`config.mk`:
```
export PLATFORM = sky130hd
export DESIGN_NAME = ram_access_arbiter_flat
export DESIGN_NICKNAME = d
export VERILOG_FILES = /design/src/rtl/ram_access_arbiter_pkg.sv /design/src/rtl/ram_access_arbiter_if.sv /design/src/rtl/ram_access_arbiter_mfc_timeout_counter.sv /design/src/rtl/ram_access_arbiter.sv /design/src/flat_wrapper.sv
export SDC_FILE = /design/constraint.sdc
export NUM_CORES = 1
export LEC_CHECK = 0
export CAP_MARGIN = 10
export CORE_ASPECT_RATIO = 0.7
export CORE_MARGIN = 5
export CORE_UTILIZATION = 35
export DETAILED_ROUTE_END_ITERATION = 7
export DONT_BUFFER_PORTS = 1
export MAX_ROUTING_LAYER = met4
export PLACE_DENSITY = 0.58
export REMOVE_ABC_BUFFERS = 1
export SLEW_MARGIN = 10
export SYNTH_ARGS = -nofsm -noshare
export SYNTH_HDL_FRONTEND = slang
export SYNTH_SLANG_ARGS = --single-unit
```
`constraint.sdc`:
```
create_clock -name Clk -period 1.5 [get_ports Clk]
set_input_delay 0.075 -clock Clk [delete_from_list [all_inputs] [get_ports Clk]]
set_output_delay 0.075 -clock Clk [all_outputs]
set_load 0.01 [all_outputs]
```
`src/rtl/ram_access_arbiter_pkg.sv`:
```
// Shared encodings for the RAM access arbiter: FSM states, grant owners,
// RAM access sizes and read/write direction.
package ram_access_arbiter_pkg;

   typedef enum logic [1:0] {
      ST_IDLE   = 2'd0,
      ST_ACCESS = 2'd1,
      ST_DONE   = 2'd2
   } state_e;

   typedef enum logic [1:0] {
      GNT_NONE  = 2'b00,
      GNT_TRAP  = 2'b01,
      GNT_DATA  = 2'b10,
      GNT_FETCH = 2'b11
   } grant_e;

   typedef enum logic [1:0] {
      SIZE_BYTE = 2'b00,
      SIZE_HALF = 2'b01,
      SIZE_WORD = 2'b10
   } size_e;

   typedef enum logic {
      RW_WRITE = 1'b0,
      RW_READ  = 1'b1
   } rw_e;

endpackage

```
`src/rtl/ram_access_arbiter_if.sv`:
```
// Requester and RAM handshake signals of the arbiter. The slave modport is the
// arbiter's view; the master modport is the requesters plus the RAM.
interface ram_access_arbiter_if #(
   parameter int ADDR_W = 9,
   parameter int DATA_W = 32
);
   logic              trapReq;
   logic [ADDR_W-1:0] trapAddr;
   logic              trapAck;
   logic              dataReq;
   logic              dataRW;
   logic [1:0]        dataSize;
   logic [ADDR_W-1:0] dataAddr;
   logic [DATA_W-1:0] dataWdata;
   logic              dataAck;
   logic              fetchReq;
   logic [ADDR_W-1:0] fetchAddr;
   logic              fetchAck;
   logic [DATA_W-1:0] rdata;
   logic              busError;
   logic [1:0]        grantId;
   logic              ramMFA;
   logic              ramRW;
   logic [ADDR_W-1:0] ramAddress;
   logic [DATA_W-1:0] ramDataIn;
   logic [1:0]        ramDataSize;
   logic              ramMFC;
   logic [DATA_W-1:0] ramDataOut;

   modport slave (
      input  trapReq, trapAddr, dataReq, dataRW, dataSize, dataAddr, dataWdata,
             fetchReq, fetchAddr, ramMFC, ramDataOut,
      output trapAck, dataAck, fetchAck, rdata, busError, grantId,
             ramMFA, ramRW, ramAddress, ramDataIn, ramDataSize
   );

   modport master (
      output trapReq, trapAddr, dataReq, dataRW, dataSize, dataAddr, dataWdata,
             fetchReq, fetchAddr, ramMFC, ramDataOut,
      input  trapAck, dataAck, fetchAck, rdata, busError, grantId,
             ramMFA, ramRW, ramAddress, ramDataIn, ramDataSize
   );
endinterface

```
`src/rtl/ram_access_arbiter_mfc_timeout_counter.sv`:
```
// Counts cycles spent waiting for MFC; expired_o flags the last allowed cycle
// so the arbiter can abandon the access as a bus error.
module ram_access_arbiter_mfc_timeout_counter #(
   parameter int TIMEOUT = 16,
   parameter int TO_W    = 5
) (
   input  logic Clk,
   input  logic reset,
   input  logic clear_i,
   input  logic enable_i,
   output logic expired_o
);
   logic [TO_W-1:0] count_q;

   // NOTE: state registers use non-blocking assignments so every flop samples
   // pre-edge values, independent of always_ff evaluation order.
   always_ff @(posedge Clk) begin
      if (reset || clear_i) begin
         count_q <= '0;
      end else if (enable_i) begin
         count_q <= count_q + TO_W'(1);
      end
   end

   assign expired_o = enable_i && (count_q == TO_W'(TIMEOUT - 1));

endmodule

```
`src/rtl/ram_access_arbiter.sv`:
```
// Fixed-priority (trap > data > fetch) arbiter sharing one RAM port, one access
// in flight, with a registered RAM handshake and an MFC timeout.
module ram_access_arbiter
   import ram_access_arbiter_pkg::*;
#(
   parameter int ADDR_W  = 9,
   parameter int DATA_W  = 32,
   parameter int TIMEOUT = 16,
   parameter int TO_W    = 5
) (
   input logic                 Clk,
   input logic                 reset,
   ram_access_arbiter_if.slave bus
);
   state_e            state_q, state_d;
   grant_e            grant_q, grant_d;
   rw_e               rw_q, rw_d;
   size_e             size_q, size_d;
   logic              mfa_q, mfa_d;
   logic [ADDR_W-1:0] addr_q, addr_d;
   logic [DATA_W-1:0] wdata_q, wdata_d;
   logic [DATA_W-1:0] rdata_q, rdata_d;
   logic              trap_ack_q, trap_ack_d;
   logic              data_ack_q, data_ack_d;
   logic              fetch_ack_q, fetch_ack_d;
   logic              berr_q, berr_d;
   logic              finish;
   logic              expired;

   ram_access_arbiter_mfc_timeout_counter #(
      .TIMEOUT (TIMEOUT),
      .TO_W    (TO_W)
   ) u_timeout (
      .Clk       (Clk),
      .reset     (reset),
      .clear_i   (state_q == ST_DONE),
      .enable_i  (state_q == ST_ACCESS),
      .expired_o (expired)
   );

   always_comb begin
      // NOTE: every output of this block gets a default first, so no path
      // leaves a variable unassigned and no latch is inferred.
      state_d = state_q;
      grant_d = grant_q;
      rw_d    = rw_q;
      size_d  = size_q;
      mfa_d   = mfa_q;
      addr_d  = addr_q;
      wdata_d = wdata_q;
      rdata_d = rdata_q;
      berr_d  = 1'b0;
      finish  = 1'b0;

      case (state_q)
         ST_IDLE: begin
            if (bus.trapReq) begin
               grant_d = GNT_TRAP;
               rw_d    = RW_READ;
               size_d  = SIZE_WORD;
               addr_d  = bus.trapAddr;
            end else if (bus.dataReq) begin
               grant_d = GNT_DATA;
               rw_d    = rw_e'(bus.dataRW);
               size_d  = size_e'(bus.dataSize);
               addr_d  = bus.dataAddr;
               wdata_d = bus.dataWdata;
            end else if (bus.fetchReq) begin
               grant_d = GNT_FETCH;
               rw_d    = RW_READ;
               size_d  = SIZE_WORD;
               addr_d  = bus.fetchAddr;
            end
            if (bus.trapReq || bus.dataReq || bus.fetchReq) begin
               mfa_d   = 1'b1;
               state_d = ST_ACCESS;
            end
         end
         ST_ACCESS: begin
            // MFC takes precedence over a timeout expiring in the same cycle.
            if (bus.ramMFC) begin
               if (rw_q == RW_READ) rdata_d = bus.ramDataOut;
               finish = 1'b1;
            end else if (expired) begin
               rdata_d = '0;
               berr_d  = 1'b1;
               finish  = 1'b1;
            end
            if (finish) begin
               mfa_d   = 1'b0;
               state_d = ST_DONE;
            end
         end
         ST_DONE: begin
            grant_d = GNT_NONE;
            state_d = ST_IDLE;
         end
         default: state_d = ST_IDLE;
      endcase

      trap_ack_d  = finish && (grant_q == GNT_TRAP);
      data_ack_d  = finish && (grant_q == GNT_DATA);
      fetch_ack_d = finish && (grant_q == GNT_FETCH);
   end

   always_ff @(posedge Clk) begin
      if (reset) begin
         state_q     <= ST_IDLE;
         grant_q     <= GNT_NONE;
         rw_q        <= RW_READ;
         size_q      <= SIZE_BYTE;
         mfa_q       <= 1'b0;
         addr_q      <= '0;
         wdata_q     <= '0;
         rdata_q     <= '0;
         trap_ack_q  <= 1'b0;
         data_ack_q  <= 1'b0;
         fetch_ack_q <= 1'b0;
         berr_q      <= 1'b0;
      end else begin
         state_q     <= state_d;
         grant_q     <= grant_d;
         rw_q        <= rw_d;
         size_q      <= size_d;
         mfa_q       <= mfa_d;
         addr_q      <= addr_d;
         wdata_q     <= wdata_d;
         rdata_q     <= rdata_d;
         trap_ack_q  <= trap_ack_d;
         data_ack_q  <= data_ack_d;
         fetch_ack_q <= fetch_ack_d;
         berr_q      <= berr_d;
      end
   end

   assign bus.trapAck     = trap_ack_q;
   assign bus.dataAck     = data_ack_q;
   assign bus.fetchAck    = fetch_ack_q;
   assign bus.busError    = berr_q;
   assign bus.rdata       = rdata_q;
   assign bus.grantId     = grant_q;
   assign bus.ramMFA      = mfa_q;
   assign bus.ramRW       = rw_q;
   assign bus.ramAddress  = addr_q;
   assign bus.ramDataIn   = wdata_q;
   assign bus.ramDataSize = size_q;

endmodule

```
`src/flat_wrapper.sv`:
```
// flat-port wrapper written by rule: the top's interface ports become plain ports
module ram_access_arbiter_flat import ram_access_arbiter_pkg::*;
#(
   parameter int ADDR_W  = 9,
   parameter int DATA_W  = 32,
   parameter int TIMEOUT = 16,
   parameter int TO_W    = 5
)
  (Clk, reset, bus_trapReq, bus_trapAddr, bus_dataReq, bus_dataRW, bus_dataSize, bus_dataAddr, bus_dataWdata, bus_fetchReq, bus_fetchAddr, bus_ramMFC, bus_ramDataOut, bus_trapAck, bus_dataAck, bus_fetchAck, bus_rdata, bus_busError, bus_grantId, bus_ramMFA, bus_ramRW, bus_ramAddress, bus_ramDataIn, bus_ramDataSize);
  ram_access_arbiter_if #(.ADDR_W(ADDR_W), .DATA_W(DATA_W)) bus_i ();
  input logic Clk;
  input logic reset;
  input wire logic [$bits(bus_i.trapReq)-1:0] bus_trapReq;
  input wire logic [$bits(bus_i.trapAddr)-1:0] bus_trapAddr;
  input wire logic [$bits(bus_i.dataReq)-1:0] bus_dataReq;
  input wire logic [$bits(bus_i.dataRW)-1:0] bus_dataRW;
  input wire logic [$bits(bus_i.dataSize)-1:0] bus_dataSize;
  input wire logic [$bits(bus_i.dataAddr)-1:0] bus_dataAddr;
  input wire logic [$bits(bus_i.dataWdata)-1:0] bus_dataWdata;
  input wire logic [$bits(bus_i.fetchReq)-1:0] bus_fetchReq;
  input wire logic [$bits(bus_i.fetchAddr)-1:0] bus_fetchAddr;
  input wire logic [$bits(bus_i.ramMFC)-1:0] bus_ramMFC;
  input wire logic [$bits(bus_i.ramDataOut)-1:0] bus_ramDataOut;
  output wire logic [$bits(bus_i.trapAck)-1:0] bus_trapAck;
  output wire logic [$bits(bus_i.dataAck)-1:0] bus_dataAck;
  output wire logic [$bits(bus_i.fetchAck)-1:0] bus_fetchAck;
  output wire logic [$bits(bus_i.rdata)-1:0] bus_rdata;
  output wire logic [$bits(bus_i.busError)-1:0] bus_busError;
  output wire logic [$bits(bus_i.grantId)-1:0] bus_grantId;
  output wire logic [$bits(bus_i.ramMFA)-1:0] bus_ramMFA;
  output wire logic [$bits(bus_i.ramRW)-1:0] bus_ramRW;
  output wire logic [$bits(bus_i.ramAddress)-1:0] bus_ramAddress;
  output wire logic [$bits(bus_i.ramDataIn)-1:0] bus_ramDataIn;
  output wire logic [$bits(bus_i.ramDataSize)-1:0] bus_ramDataSize;
  assign bus_i.trapReq = bus_trapReq;
  assign bus_i.trapAddr = bus_trapAddr;
  assign bus_i.dataReq = bus_dataReq;
  assign bus_i.dataRW = bus_dataRW;
  assign bus_i.dataSize = bus_dataSize;
  assign bus_i.dataAddr = bus_dataAddr;
  assign bus_i.dataWdata = bus_dataWdata;
  assign bus_i.fetchReq = bus_fetchReq;
  assign bus_i.fetchAddr = bus_fetchAddr;
  assign bus_i.ramMFC = bus_ramMFC;
  assign bus_i.ramDataOut = bus_ramDataOut;
  assign bus_trapAck = bus_i.trapAck;
  assign bus_dataAck = bus_i.dataAck;
  assign bus_fetchAck = bus_i.fetchAck;
  assign bus_rdata = bus_i.rdata;
  assign bus_busError = bus_i.busError;
  assign bus_grantId = bus_i.grantId;
  assign bus_ramMFA = bus_i.ramMFA;
  assign bus_ramRW = bus_i.ramRW;
  assign bus_ramAddress = bus_i.ramAddress;
  assign bus_ramDataIn = bus_i.ramDataIn;
  assign bus_ramDataSize = bus_i.ramDataSize;
  ram_access_arbiter #(.ADDR_W(ADDR_W), .DATA_W(DATA_W), .TIMEOUT(TIMEOUT), .TO_W(TO_W)) u_core (.Clk(Clk), .reset(reset), .bus(bus_i));
endmodule
```
**Word-level counts from Yosys, hierarchy flattened**

Cells that the tools add are included.

- $add $sub $neg: 1
- Shift-type cells: 0
- Mux-type cells: 26
- Reductions and logical operators: 19
- Bitwise logic cells: 2
- $mul: 0
- Eq/ne operators: 10
- $lt $le $gt $ge: 0
- Div/mod/pow operators: 0

Operators by type and width:

| cell | count |
|---|---|
| $mux 32 | 3 |
| $mux 9 | 3 |
| $mux 2 | 8 |
| $mux 1 | 9 |
| $reduce_and 3->1 | 3 |
| $pmux 2 s2 | 2 |
| $eq 2x2->1 const B | 3 |
| $ne 2x1->1 const B | 3 |
| $reduce_and 2->1 | 3 |
| $reduce_bool 2->1 | 3 |
| $add 5x1->5 const B | 1 |
| $eq 5x4->1 const B | 1 |
| $eq 2x1->1 const B | 2 |
| $logic_and 1x1->1 | 4 |
| $ne 4x4->1 const B | 1 |
| $logic_or 1x1->1 | 3 |
| $reduce_bool 3->1 | 1 |
| $reduce_or 3->1 | 1 |
| $logic_not 2->1 | 1 |
| $not 1->1 | 2 |
| $pmux 1 s2 | 1 |

- Bits in read-only memories: 0
- Flip-flop bits (word level): 90
- Memories kept: 0
- Bits in latches: 0
- RAM bits: 0
- Output and inout port bits: 83
- Logic and storage cells: 71

**Longest topological paths before layout**

Gate-level depths: netlist (run 1).

- Depth after elaboration: 7
- Mapped depth: 7
- Gate-level depth less buffers: 6

**Cells and area by module**

A second synthesis (run 1) with hierarchy kept.

- Cell total of the unflattened synthesis: 415
- Area total of the unflattened synthesis: 3647.2 µm²

By module, submodules not included:

| module | area an instance (µm²) | instances | cells an instance |
|---|---|---|---|
| ram_access_arbiter | 3374.5 | 1 | 390 |
| ram_access_arbiter_mfc_timeout_counter | 272.8 | 1 | 25 |

**Least setup slack after synthesis (run 1)**

Ideal clock, no wire load.

- Path kind: reg2reg
- Start: register u_core.u_timeout.count_q[0]
- End: register u_core.rdata_q[10], in the netlist u_core.bus.rdata[10]
- Stages on the path, launching flop included: 8
- Setup slack: -0.155 ns
- Arrival time: 1.585 ns
- Path buffers: 1
- Library setup time: 0.070 ns
- Required time: 1.430 ns
- Path through: dfxtp_1 ha_1 and3_1 ha_1 mux2i_1 clkbuf_1 o21ai_0 a21oi_1

- Cells in the longest elaborated chain, start to end: 4

Ends and longest elaborated chain:

| item | line | source |
|---|---|---|
| from (decl) | ram_access_arbiter_mfc_timeout_counter.sv:13 | `logic [TO_W-1:0] count_q;` |
| from (signal assigned) | ram_access_arbiter_mfc_timeout_counter.sv:21 | `count_q <= count_q + TO_W'(1);` |
| $eq 5x4->1 | ram_access_arbiter_mfc_timeout_counter.sv:25 | `assign expired_o = enable_i && (count_q == TO_W'(TIMEOUT - 1));` |
| $logic_and 1x1->1 | ram_access_arbiter_mfc_timeout_counter.sv:25 |  |
| $reduce_bool 2->1 (no source line) | - |  |
| $reduce_and 3->1 (no source line) | - |  |
| to (signal assigned) | ram_access_arbiter.sv:128 | `rdata_q <= rdata_d;` |
| to (decl) | ram_access_arbiter.sv:22 | `logic [DATA_W-1:0] rdata_q, rdata_d;` |

Every way passes these cells.
A chain may end at the register's enable or synchronous reset.

**Worst setup path after layout (run 1)**

- Start: register u_core.u_timeout.count_q[0]
- End: register u_core.rdata_q[21], in the netlist u_core.bus.rdata[21]

The elaborated chain is that of the path after synthesis.

==> results.cfg, run 1 <==
[worst_hold_path]
min_path_type = primary input to flip-flop

[logic_synthesis]
synth_warnings = 0
synthCells = 426
seq_area_frac_synth_pct = 49.71
synth_top_cell_area_share_pct = 49.71
synth.distinct_cells = 38
netlist_top_cells_area = dfxtp_1 (50%), a21oi_1 (10%), nand2_1 (8.3%)
avgSynthCellArea_um2 = 8.509
synth_edf_count = 0
netlist_area_um2 = 3625
yosys.area.top_type = dfxtp_1
synth-seq-cells = 90
synth_flop_cell = dfxtp_1
synthArstFlopShare_pct = 0

[die]
dieArea_um2 = 12520
die_y_um = 95.15
rows = 31
design.portCount = 183
core_um2 = 10240
initial_core_util_pct = 35.40
die_w_um = 131.6

[timing]
worst_slack_ns = -0.04795
relSlewSlack_pct = 72.83
hold_ws_ns = -0.1951
fmax_ghz = 0.6460
rsz0062_at_grt = yes
drv_slew = 0
skew_ns = 0.008002
final_hold_viol_count = 75
tightestPinTransition_ns = 0.4064
layout_min_cycle_time_ns = 1.548
period_share_pct = 103.2
setup_violations = 16

[grt]
grt_pass1_wl_um = 16770
antenna_found_initial = 0
grt_max_degree = 77
overflow = 0
grt_pass1_vias = 3215
track_usage_pct = 17.22

[critical_path]
crit_slowest_cell = dfxtp_2
crit_family = flip-flops
startpoint_type = flip-flop
required_ns = 1.76
worstPathArrival_ns = 1.81
cp_max_fo = 8
max_stage_delay_ns = 0.34
path_cells = ha_4 > and3_4 > ha_4 > mux2i_4 > buf_6 > buf_12 > o21ai_2 > a21oi_2
path_class = flip-flop to flip-flop
cp_num_buf_inv = 2
worstSetupEndpointType = flip-flop
critPathMostFrequentCell = ha_4

[pwr]
peakVddDrop_mv = 0.5664
seqPwrFrac_pct = 44.4
power.leakage_nw = 1.614
switching_share_pct = 23.49
power_density_nw_per_um2 = 1317
p_sw_w = 0.001426
p_int_w = 0.004643
clockPowerShare_pct = 44.5
power_frac_comb_pct = 11.2

[clock_network]
ctsHoldBuffers = 21
cts_buffer_depth = 2
numCtsBuffers = 9
clk_latency_ns = 0.34
clkTransAtPathRegs_ns = 0.06
cts-root-buf = clkbuf_16
h-tree-depth = 3
clock_sinks = 90
cts_tree = yes

[layout]
finalNetCount = 542
syn_to_final_growth_pct = 27.10
antenna_cells = 0
drive_above_1_share_pct = 18.47
final_util_pct = 44.99

[detailed_routing]
drtIter0Drc = 135
antenna_left = 0
vias = 3228
firstDrtPassIters = 4
drc = 0
wl_per_cell_um = 19.25
vias_per_cell = 5.604
routed_wl_um = 11090

[placement]
gp_congestion = 0.7694
hpwl_um = 6903
portBuffers = 0

[outcome]
outcome = finished with violations
violations = negative hold slack, negative setup slack

[job]
maxCapViolCount = 0
-- routing by layer --
layer | track usage, % | wire length [um]
met2 | 26.22 | 5075
met5 | - | 0
met3 | 7.964 | 1169
met4 | 6.164 | 139
met1 | 20.17 | 4704
-- metrics by stage --
step | cells | total power (W) | TNS [ns] | worst slack [ns] | cell area, um2
after floorplan | 385 | 0.003035 | -35.81 | -0.7512 | 3426
after global placement | 534 | 0.003225 | -2.981 | -0.1106 | 3787
after detailed placement | 534 | 0.003249 | -4.205 | -0.1858 | 3787
after CTS | 575 | 0.006097 | -0.8814 | -0.06655 | 4501
after global routing | 576 | 0.006322 | -1.667 | -0.09763 | 4607
final | 576 | 0.006068 | -0.5212 | -0.04795 | 4607
-- flip-flops by register name (all words and copies together) (netlist names) --
register	count
u_core.bus.busError	1
u_core.state_q	2
u_core.bus.ramMFA	1
u_core.bus.dataAck	1
u_core.u_timeout.count_q	5
u_core.bus.grantId	2
u_core.bus.trapAck	1
u_core.bus.ramDataSize	2
u_core.bus.ramDataIn	32
u_core.bus.rdata	32
u_core.bus.fetchAck	1
u_core.bus.ramRW	1
u_core.bus.ramAddress	9
-- what timing repair did --
action,CTS,global route
cloned,2,1
endpoints found under the hold margin,87,75
setup buffers,4,1
endpoints found under the setup margin,32,61
resized for setup,19,39
pin swaps,8,17
-- synthesized netlist by cell type, types with 2 or more instances --
library cell  instances
buf_2                 8
and3_1                2
nand3_1               7
buf_6                 3
nand4_1              32
buf_4                 3
inv_1                 3
clkbuf_1             25
ha_1                  2
and3b_1               2
dfxtp_1              90
nor2_1                7
o22ai_1               9
o21ai_1               3
and2_1                2
nand2_1              80
mux2_2               10
or3_1                 2
a21oi_1              73
o21ai_0              33
nor3_1                3
mux2i_1              10
nand2b_1              2
-- layout by cell type, fill, tap and decap left out, types with 9 or more instances in the layout --
cell and n:
dfxtp_1 88, nand2_1 80, a21oi_1 65, nand4_1 32, dlygate4sd3_1 20, o21ai_0 16
o21ai_2 12, buf_4 11, mux2_2 10, clkbuf_16 10, mux2i_1 9, o22ai_1 9
-- layout make-up --
type | instances | area, um2
clock buffers | 10 | 229.0
fillers | 978 | 5633
multi-input cells | 292 | 1749
flip-flops and latches | 90 | 1804
clock inverters | 5 | 127.6
repair buffers | 44 | 520.5
inverters | 3 | 11.26
well taps | 132 | 165.2
-- logic make-up after synthesis --
family / share of synthesized area [%]
AO/OA/AOI/OAI: 18.09
XOR/XNOR: 0.2417
adder cells (fa/ha/maj): 0.6903
buffers and inverters: 5.799
flip-flops: 49.71
multiplexers: 5.868
AND/OR/NAND/NOR: 19.61
-- power by group through the flow --
stage	clock, W	sequential (W)	combinational (W)
finish	0.00270	0.00269	0.000677
global route	0.00287	0.00271	0.000744
CTS	0.00278	0.00269	0.000632
detailed placement	0	0.00274	0.000511
global placement	0	0.00274	0.000489
floorplan	0	0.00272	0.000312
-- path summary, 6_finish.rpt --
check                                   start                  endpoint  slack, ns  cells past startpoint
hold reg to reg       u_core.bus.ramDataIn[8]   u_core.bus.ramDataIn[8]       0.50                      2
hold / removal                          reset  u_core.bus.ramDataIn[10]      -0.20                      1
setup / recovery  u_core.u_timeout.count_q[0]      u_core.bus.rdata[21]      -0.05                      8
setup reg to reg  u_core.u_timeout.count_q[0]      u_core.bus.rdata[21]      -0.05                      8
No activity file was read; power rests on OpenSTA's default activity.
==> run 2, diff against run 1 <==
- TNS_END_PERCENT: default -> 1
==> results.cfg, run 2 (synthesized netlist as in run 1, its figures left out) <==
[outcome]
outcome = finished with violations
violations = negative hold slack, negative setup slack

[timing]
rsz0062_at_grt = yes
layout_min_cycle_time_ns = 1.555
fmax_ghz = 0.6431
drv_slew = 0
finalSetupTns_ns = -0.4966
tightestPinTransition_ns = 0.4193
relSlewSlack_pct = 71.97
period_share_pct = 103.7
skew_ns = 0.006130
final_hold_viol_count = 75
worst_slack_ns = -0.05488
setup_violations = 16
hold_ws_ns = -0.1959

[die]
core_um2 = 10240
rows = 31
dieArea_um2 = 12520
die_w_um = 131.6
initial_core_util_pct = 35.40
design.portCount = 183
die_y_um = 95.15

[job]
maxCapViolCount = 0

[detailed_routing]
antenna_left = 0
firstDrtPassIters = 4
wl_per_cell_um = 19.08
drtIter0Drc = 136
vias_per_cell = 5.636
vias = 3235
routed_wl_um = 10950
drc = 0

[clock_network]
cts_buffer_depth = 2
ctsHoldBuffers = 21
clock_sinks = 90
cts-root-buf = clkbuf_16
clkTransAtPathRegs_ns = 0.07
clk_latency_ns = 0.34
numCtsBuffers = 9
h-tree-depth = 3
cts_tree = yes

[grt]
grt_max_degree = 77
overflow = 0
grt_pass1_vias = 3194
track_usage_pct = 17.16
grt_pass1_wl_um = 16730
antenna_found_initial = 0

[layout]
instances_no_fill = 574
antenna_cells = 0
finalNetCount = 540
mostFrequentLayoutCells = dfxtp_1 (88), nand2_1 (80), a21oi_1 (65)
drive_above_1_share_pct = 18.10
final_common_cell = dfxtp_1
syn_to_final_growth_pct = 26.30

[critical_path]
required_ns = 1.77
path_class = flip-flop to flip-flop
startpoint_type = flip-flop
worstPathArrival_ns = 1.82
worstSetupEndpointType = flip-flop
r2r_slack_ns = -0.05
cp_max_fo = 8

[placement]
portBuffers = 0
place_inst = 534
gp_congestion = 0.7694
hpwl_um = 6903

[pwr]
peakVddDrop_mv = 0.5663
power.leakage_nw = 1.599
power_density_nw_per_um2 = 1324

[worst_hold_path]
min_path_type = primary input to flip-flop
[run 2: critical path, stage by stage, from the launching register on]
cell and delay [ns]:
dfxtp_2 0.34, ha_4 0.16, and3_4 0.15, ha_4 0.16, mux2i_4 0.17, buf_6 0.16
buf_12 0.14, o21ai_2 0.06, a21oi_1 0.15
[run 2: area by class of cell]
type	instances	area, um2
Clock buffer	10	229.0
Clock inverter	5	127.6
Fill cell	979	5662
Inverter	3	11.26
Multi-Input combinational cell	292	1749
Sequential cell	90	1804
Tap cell	132	165.2
Timing Repair Buffer	42	491.7
[run 2: metal layers]
layer  part of all wire, %  wire (um)  track usage, %  vias to the layer above
met1                    43       4664           20.34                     1518
met3                    11       1186           7.964                       15
met2                    45       4929           25.93                      168
li1                      -          -               -                     1534
met5                     0          0               -                        -
met4                   1.6        171           5.908                        0
[run 2: final timing paths]
kind / from / to / cells after the start
min reg2reg: u_core.bus.ramDataIn[21] / u_core.bus.ramDataIn[21] / 2
min: reset / u_core.bus.ramDataIn[10] / 1
max: u_core.u_timeout.count_q[0] / u_core.bus.rdata[8] / 8
max reg2reg: u_core.u_timeout.count_q[0] / u_core.bus.rdata[8] / 8
[run 2: metrics by stage]
| step | power, W | instance area (um2) | util (%) | hold WS, ns | setup WS [ns] |
|---|---|---|---|---|---|
| after global routing | 0.006308 | 4578 | 44.71 | -0.2132 | -0.09879 |
| after detailed placement | 0.003249 | 3787 | 36.99 | 0.1567 | -0.1858 |
| after CTS | 0.006095 | 4493 | 43.88 | -0.2098 | -0.06869 |
| after global placement | 0.003225 | 3787 | 36.99 | 0.1547 | -0.1106 |
| final | 0.006063 | 4578 | 44.71 | -0.1959 | -0.05488 |
| after floorplan | 0.003035 | 3426 | - | 0.1441 | -0.7512 |
[run 2: where the power goes]
group	internal (W)	leakage, nW	total (W)	switching, W
clock	0.00179	0.169	0.00270	0.000915
sequential	0.00253	0.735	0.00269	0.000165
combinational	0.000318	0.695	0.000667	0.000349
total	0.00463	1.60	0.00606	0.00143
[run 2: repair_timing]
action,CTS,global route
buffers inserted,4,0
pin swaps,8,17
cloned,2,0
resized for setup,17,43
hold endpoints to repair,87,75
setup endpoints to repair,32,61
